### src/rtl/calc_pkg.sv
// Shared definitions for the calculator display path: glyph codes,
// formatter FSM states and the displayable magnitude limits.
package calc_pkg;

  localparam logic [5:0] GLY_BLANK = 6'd36;
  localparam logic [5:0] GLY_MINUS = 6'd37;
  localparam logic [5:0] GLY_E     = 6'd14;
  localparam logic [5:0] GLY_R     = 6'd27;

  localparam int unsigned MAX_POS = 999999;
  localparam int unsigned MAX_NEG = 99999;

  typedef enum logic [1:0] {
    IDLE,
    LOAD,
    SHIFT,
    FORMAT
  } state_t;

endpackage

### src/rtl/bcd_add3_stage.sv
// Double-dabble correction: every BCD nibble of 5 or more gets 3 added
// so that the following left shift carries correctly into the next digit.
module bcd_add3_stage (
  input  logic [23:0] i_bcd,
  output logic [23:0] o_bcd
);

  genvar gi;
  generate
    for (gi = 0; gi < 6; gi++) begin : g_nib
      logic [3:0] w_nib;
      assign w_nib = i_bcd[gi*4 +: 4];
      assign o_bcd[gi*4 +: 4] = (w_nib >= 4'd5) ? (w_nib + 4'd3) : w_nib;
    end
  endgenerate

endmodule

### src/rtl/bcd_display_formatter.sv
// Sequential binary-to-glyph formatter: iterative double dabble followed by
// leading-zero blanking, minus placement and the "Err" pattern.
module bcd_display_formatter
  import calc_pkg::*;
#(
  parameter int DATA_W   = 20,
  parameter bit BLANK_LZ = 1'b1
) (
  input  logic        clk,
  input  logic        rst_n,
  input  logic        i_start,
  input  logic [39:0] i_value,
  input  logic        i_sign,
  input  logic        i_err,
  output logic        o_busy,
  output logic        o_done,
  output logic        o_ovf,
  output logic [5:0]  digit_pos,
  output logic [5:0]  ten_pos,
  output logic [5:0]  hundred_pos,
  output logic [5:0]  thousand_pos,
  output logic [5:0]  ten_thousand_pos,
  output logic [5:0]  hundred_thousand_pos
);

  localparam int CNT_W = $clog2(DATA_W);
  localparam logic [39:0] LIM_POS = 40'(MAX_POS);
  localparam logic [39:0] LIM_NEG = 40'(MAX_NEG);

  state_t r_state;
  state_t w_state_next;

  logic [39:0]       r_value;
  logic              r_sign;
  logic              r_err;
  logic              r_fmt_err;
  logic              r_range_err;
  logic [23:0]       r_bcd;
  logic [DATA_W-1:0] r_bin;
  logic [CNT_W-1:0]  r_cnt;
  logic              r_busy;
  logic              r_done;
  logic              r_ovf;
  logic [5:0]        r_glyph [6];

  logic        w_range_err;
  logic        w_last;
  logic [23:0] w_bcd_adj;
  logic [3:0]  w_nib [6];
  logic [2:0]  w_msd;
  logic        w_nonzero;
  logic [5:0]  w_glyph [6];

  assign w_range_err = (r_value > LIM_POS) || (r_sign && (r_value > LIM_NEG));
  assign w_last      = (r_cnt == CNT_W'(DATA_W - 1));

  bcd_add3_stage u_add3 (
    .i_bcd (r_bcd),
    .o_bcd (w_bcd_adj)
  );

  always_ff @(posedge clk or negedge rst_n) begin
    if (!rst_n) begin
      r_state <= IDLE;
    end else begin
      r_state <= w_state_next;
    end
  end

  always_comb begin
    w_state_next = r_state;
    case (r_state)
      IDLE:    if (i_start) w_state_next = LOAD;
      LOAD:    w_state_next = (r_err || w_range_err) ? FORMAT : SHIFT;
      SHIFT:   if (w_last) w_state_next = FORMAT;
      FORMAT:  w_state_next = IDLE;
      default: w_state_next = IDLE;
    endcase
  end

  always_ff @(posedge clk or negedge rst_n) begin
    if (!rst_n) begin
      r_value     <= '0;
      r_sign      <= 1'b0;
      r_err       <= 1'b0;
      r_fmt_err   <= 1'b0;
      r_range_err <= 1'b0;
      r_bcd       <= '0;
      r_bin       <= '0;
      r_cnt       <= '0;
      r_busy      <= 1'b0;
      r_done      <= 1'b0;
      r_ovf       <= 1'b0;
      r_glyph[0]  <= 6'd0;
      for (int i = 1; i < 6; i++) r_glyph[i] <= GLY_BLANK;
    end else begin
      r_done <= 1'b0;
      case (r_state)
        IDLE: begin
          if (i_start) begin
            r_value <= i_value;
            r_sign  <= i_sign;
            r_err   <= i_err;
            r_busy  <= 1'b1;
          end
        end
        LOAD: begin
          r_fmt_err   <= r_err | w_range_err;
          r_range_err <= w_range_err;
          r_bcd       <= '0;
          r_bin       <= r_value[DATA_W-1:0];
          r_cnt       <= '0;
        end
        SHIFT: begin
          {r_bcd, r_bin} <= {w_bcd_adj, r_bin} << 1;
          r_cnt          <= r_cnt + 1'b1;
        end
        FORMAT: begin
          for (int i = 0; i < 6; i++) r_glyph[i] <= w_glyph[i];
          r_done <= 1'b1;
          r_ovf  <= r_range_err;
          r_busy <= 1'b0;
        end
        default: ;
      endcase
    end
  end

  // w_msd is the highest nonzero digit (units when the magnitude is zero).
  always_comb begin
    for (int i = 0; i < 6; i++) w_nib[i] = r_bcd[i*4 +: 4];
    w_msd = 3'd0;
    for (int i = 0; i < 6; i++) begin
      if (w_nib[i] != 4'd0) w_msd = 3'(i);
    end
    w_nonzero = (r_bcd != 24'd0);
    for (int i = 0; i < 6; i++) begin
      if (BLANK_LZ && (i > int'(w_msd))) begin
        w_glyph[i] = GLY_BLANK;
      end else begin
        w_glyph[i] = {2'b00, w_nib[i]};
      end
      if (r_sign && w_nonzero) begin
        if (BLANK_LZ) begin
          if (i == int'(w_msd) + 1) w_glyph[i] = GLY_MINUS;
        end else if (i == 5) begin
          w_glyph[i] = GLY_MINUS;
        end
      end
    end
    if (r_fmt_err) begin
      w_glyph[5] = GLY_E;
      w_glyph[4] = GLY_R;
      w_glyph[3] = GLY_R;
      w_glyph[2] = GLY_BLANK;
      w_glyph[1] = GLY_BLANK;
      w_glyph[0] = GLY_BLANK;
    end
  end

  assign o_busy               = r_busy;
  assign o_done               = r_done;
  assign o_ovf                = r_ovf;
  assign digit_pos            = r_glyph[0];
  assign ten_pos              = r_glyph[1];
  assign hundred_pos          = r_glyph[2];
  assign thousand_pos         = r_glyph[3];
  assign ten_thousand_pos     = r_glyph[4];
  assign hundred_thousand_pos = r_glyph[5];

endmodule

### config.mk
export PLATFORM = sky130hd
export DESIGN_NAME = bcd_display_formatter
export DESIGN_NICKNAME = d
export VERILOG_FILES = /design/src/rtl/calc_pkg.sv /design/src/rtl/bcd_add3_stage.sv /design/src/rtl/bcd_display_formatter.sv
export SDC_FILE = /design/constraint.sdc
export NUM_CORES = 1
export LEC_CHECK = 0
export BUFFER_PORTS_ARGS = -buffer_cell sky130_fd_sc_hd__buf_2
export CORE_MARGIN = 5
export CORE_UTILIZATION = 40
export CTS_CLUSTER_DIAMETER = 150
export DETAILED_ROUTE_END_ITERATION = 10
export GPL_ROUTABILITY_DRIVEN = 0
export REMOVE_ABC_BUFFERS = 1
export SYNTH_ARGS = -nofsm -noshare
export SYNTH_HDL_FRONTEND = slang
export SYNTH_HIERARCHICAL = 1
export SYNTH_SLANG_ARGS = --single-unit
### constraint.sdc
create_clock -name clk -period 2.5 [get_ports clk]
set_input_delay 0.375 -clock clk [delete_from_list [all_inputs] [get_ports clk]]
set_output_delay 0.375 -clock clk [all_outputs]
set_load 0.02 [all_outputs]
==> metrics.md <==
| Metric | Value |
|---|---|
| Most frequent cells in the layout | 119 x dfrtp_1, 78 x buf_2, 57 x nor2_1 |
| Top layer in use | met5 |
| Total grt overflow | 0 |
| Buffers on Ports | slightly below 80 |
| Diode count | 0 |
| DIE HEIGHT | between 100 and 150 µm |
| Chip width | approximately 130 µm |
| Detailed-placement wirelength estimate | 9.10 mm |
| Period utilisation layout | 73.5% |
| Leak | 3.26 nW |
| Slowest CP cell | or4_4 |
| Layout cell share with drive strength beyond 1 | between 20% and 30% |
| Hold depth | 2 |
| Post-CTS sizing | 0 |
| Worst r2r src | r_value[14] |
| CP max FO | 4 |
| Buf/Inv on CP | 0 |
| Drt via density | 5.11 |
| Max cap viols | 0 |
| Total die area | 17900 µm² |
| Core Area | 15100 µm² |
| Final setup violating endpoints | 0 |
| Via Count | 4504 |
| Clock latency on the worst-skew pair | 0.42 ns |
| Crit end category | flip-flop |
| Largest net degree at the start of global routing | 50 |
| Min-Delay Endpoint | r_value[5] |
| Clock buffer depth | 2 |
| Fillers | 1416 |
| WL met1 | 6.00 mm |
| CP startpoint kind | flip-flop |
| First-pass GRT wire length | 22.2 mm |
| RR Endpoint | r_fmt_err |
| Crit path largest cell delay | ~0.55 ns |
| Mapped Area | around 6000 µm² |
| Kind of critical path | reg2reg |
| Transition time of the tightest slew-check pin | 0.766 ns |
| Worst reg-to-reg path cell count | 5 |
| Worst path arrival time | approximately 2.1 ns |
| Cts bufs inserted | 17 |
| H-tree level count | 4 |
| Delay-heaviest family, CP | simple AND/OR/NAND/NOR gates |
| Wirelength per Cell | 14.9 µm |
| Final hold violation count | 0 |
| Nets@finish | 743 |
| CTS Root Cell | clkbuf_16 |
| PnR worst setup slack | 0.662 ns |
| Initial antenna violation count | 1 |
| Drt pass-1 iters | 4 |
| Worst-path clk slew | 0.06 ns |
| Power per cell area | ~1100 nW/µm² |
| Worst min path class | in2reg |
| Vias in the first global route | 4586 |
| IO Count | between 80 and 90 |
| RSZ-0062 raised after global routing | no |
| Clock Skews | around 0.0075 ns |
| Yosys warning count | 6 |
| Wirelength, routed | 13.1 mm |
| CTS tree | built |
| Placement Setup Slack | 0.667 ns |
| CP Cell Sequence | or4_4 > o211a_1 > a211o_1 > nand3_2 > a41oi_2 |
| Layout Cells excl Fill | between 800 and 900 |
| Min-delay src | i_value[5] |
| DRC Markers | 0 |
| Maximum VDD drop | 0.708 mV |
| Critical path data required time | 2.78 ns |
| Commonest non-fill, non-tap cell in the layout | dfrtp_1 |
| WL met3 | 825 µm |
| Min cycle time layout | 1.84 ns |
| Max Fclk | 0.544 GHz |
| Slew Viols, Final | 0 |
| Status | finished, final reports clean |
| Max_slew headroom | 48.9% |
| Metal2 WL | 6.20 mm |
| CTS Sinks | 129 |
| Drt initial violations | 187 |
| Post-route ant nets | 0 |
| R2R Setup Slk | ~0.66 ns |
| Cells after synthesis | 602 |
| Placed Cells | 849 |
| Site row count | 45 |
| Synth Area per Inst | 10.2 µm² |
| Initial core utilization | 40.6% |
| Total track usage | 15.2% |
| Area growth, synth to finish | 20.3% |
==> flip-flops by register name, summed over array words and instances (netlist names) <==
name                  flops
digit_pos                 5
hundred_pos               5
hundred_thousand_pos      5
o_busy                    1
o_done                    1
o_ovf                     1
r_bcd                    24
r_bin                    20
r_cnt                     5
r_err                     1
r_fmt_err                 1
r_range_err               1
r_sign                    1
r_state                   2
r_value                  40
ten_pos                   5
ten_thousand_pos          5
thousand_pos              6
==> worst max-delay path by stage <==
stage	startpoint	end	slack, ns	cells after the start
6_report	r_value[14]	r_fmt_err	0.66	5
5_1_grt	r_bcd[15]	ten_pos[2]	0.47	5
4_1_cts	r_value[14]	r_fmt_err	0.65	5
3_5_place_dp	r_value[14]	r_fmt_err	0.67	5
3_3_place_gp	r_bcd[16]	ten_pos[2]	0.69	5
2_1_floorplan	r_state[0]	r_cnt[3]	-0.07	6
==> layout make-up <==
cell class	instances	area, µm²	area share (%)
Tap cell	188	235	3.19
Clock buffer	19	443	6.01
Clock inverter	13	163	2.21
Sequential cell	129	3240	44.0
Timing Repair Buffer	92	536	7.27
Multi-Input combinational cell	392	2570	34.9
Inverter	49	184	2.50
==> repair_timing <==
| item | in CTS | in global routing |
|---|---|---|
| buffers inserted | 0 | 0 |
| hold buffers | 1 | 0 |
| hold endpoints to repair | 26 | 0 |
==> through the flow <==
| stage | util [%] | instance area (µm²) | total power (W) | TNS, ns | hold WS [ns] |
|---|---|---|---|---|---|
| final | 48.8 | 7370 | 0.00809 | 0 | 0.179 |
| after global routing | 48.8 | 7370 | 0.00861 | 0 | 0.169 |
| after CTS | 48.8 | 7370 | 0.00818 | 0 | 0.166 |
| after detailed placement | 44.8 | 6750 | 0.00564 | 0 | 0.444 |
| after global placement | 44.8 | 6750 | 0.00551 | 0 | 0.433 |
| after floorplan | - | 5990 | 0.00483 | -0.210 | 0.0794 |
==> report_power, final <==
part | total [W] | internal, W | switching [W] | leakage [nW]
Sequential | 0.00314 | 0.00270 | 0.000437 | 1.55
Combinational | 0.00243 | 0.00100 | 0.00143 | 1.43
Clock | 0.00251 | 0.00159 | 0.000921 | 0.289
==> per-layer routing <==
| metal | up-vias | GRT usage [%] |
|---|---|---|
| met5 | - | 0 |
| met1 | 2156 | 19.8 |
| li1 | 2224 | - |
| met2 | 111 | 24.4 |
| met4 | 2 | 4.11 |
| met3 | 11 | 5.21 |
No activity file was read; power rests on OpenSTA's default activity.
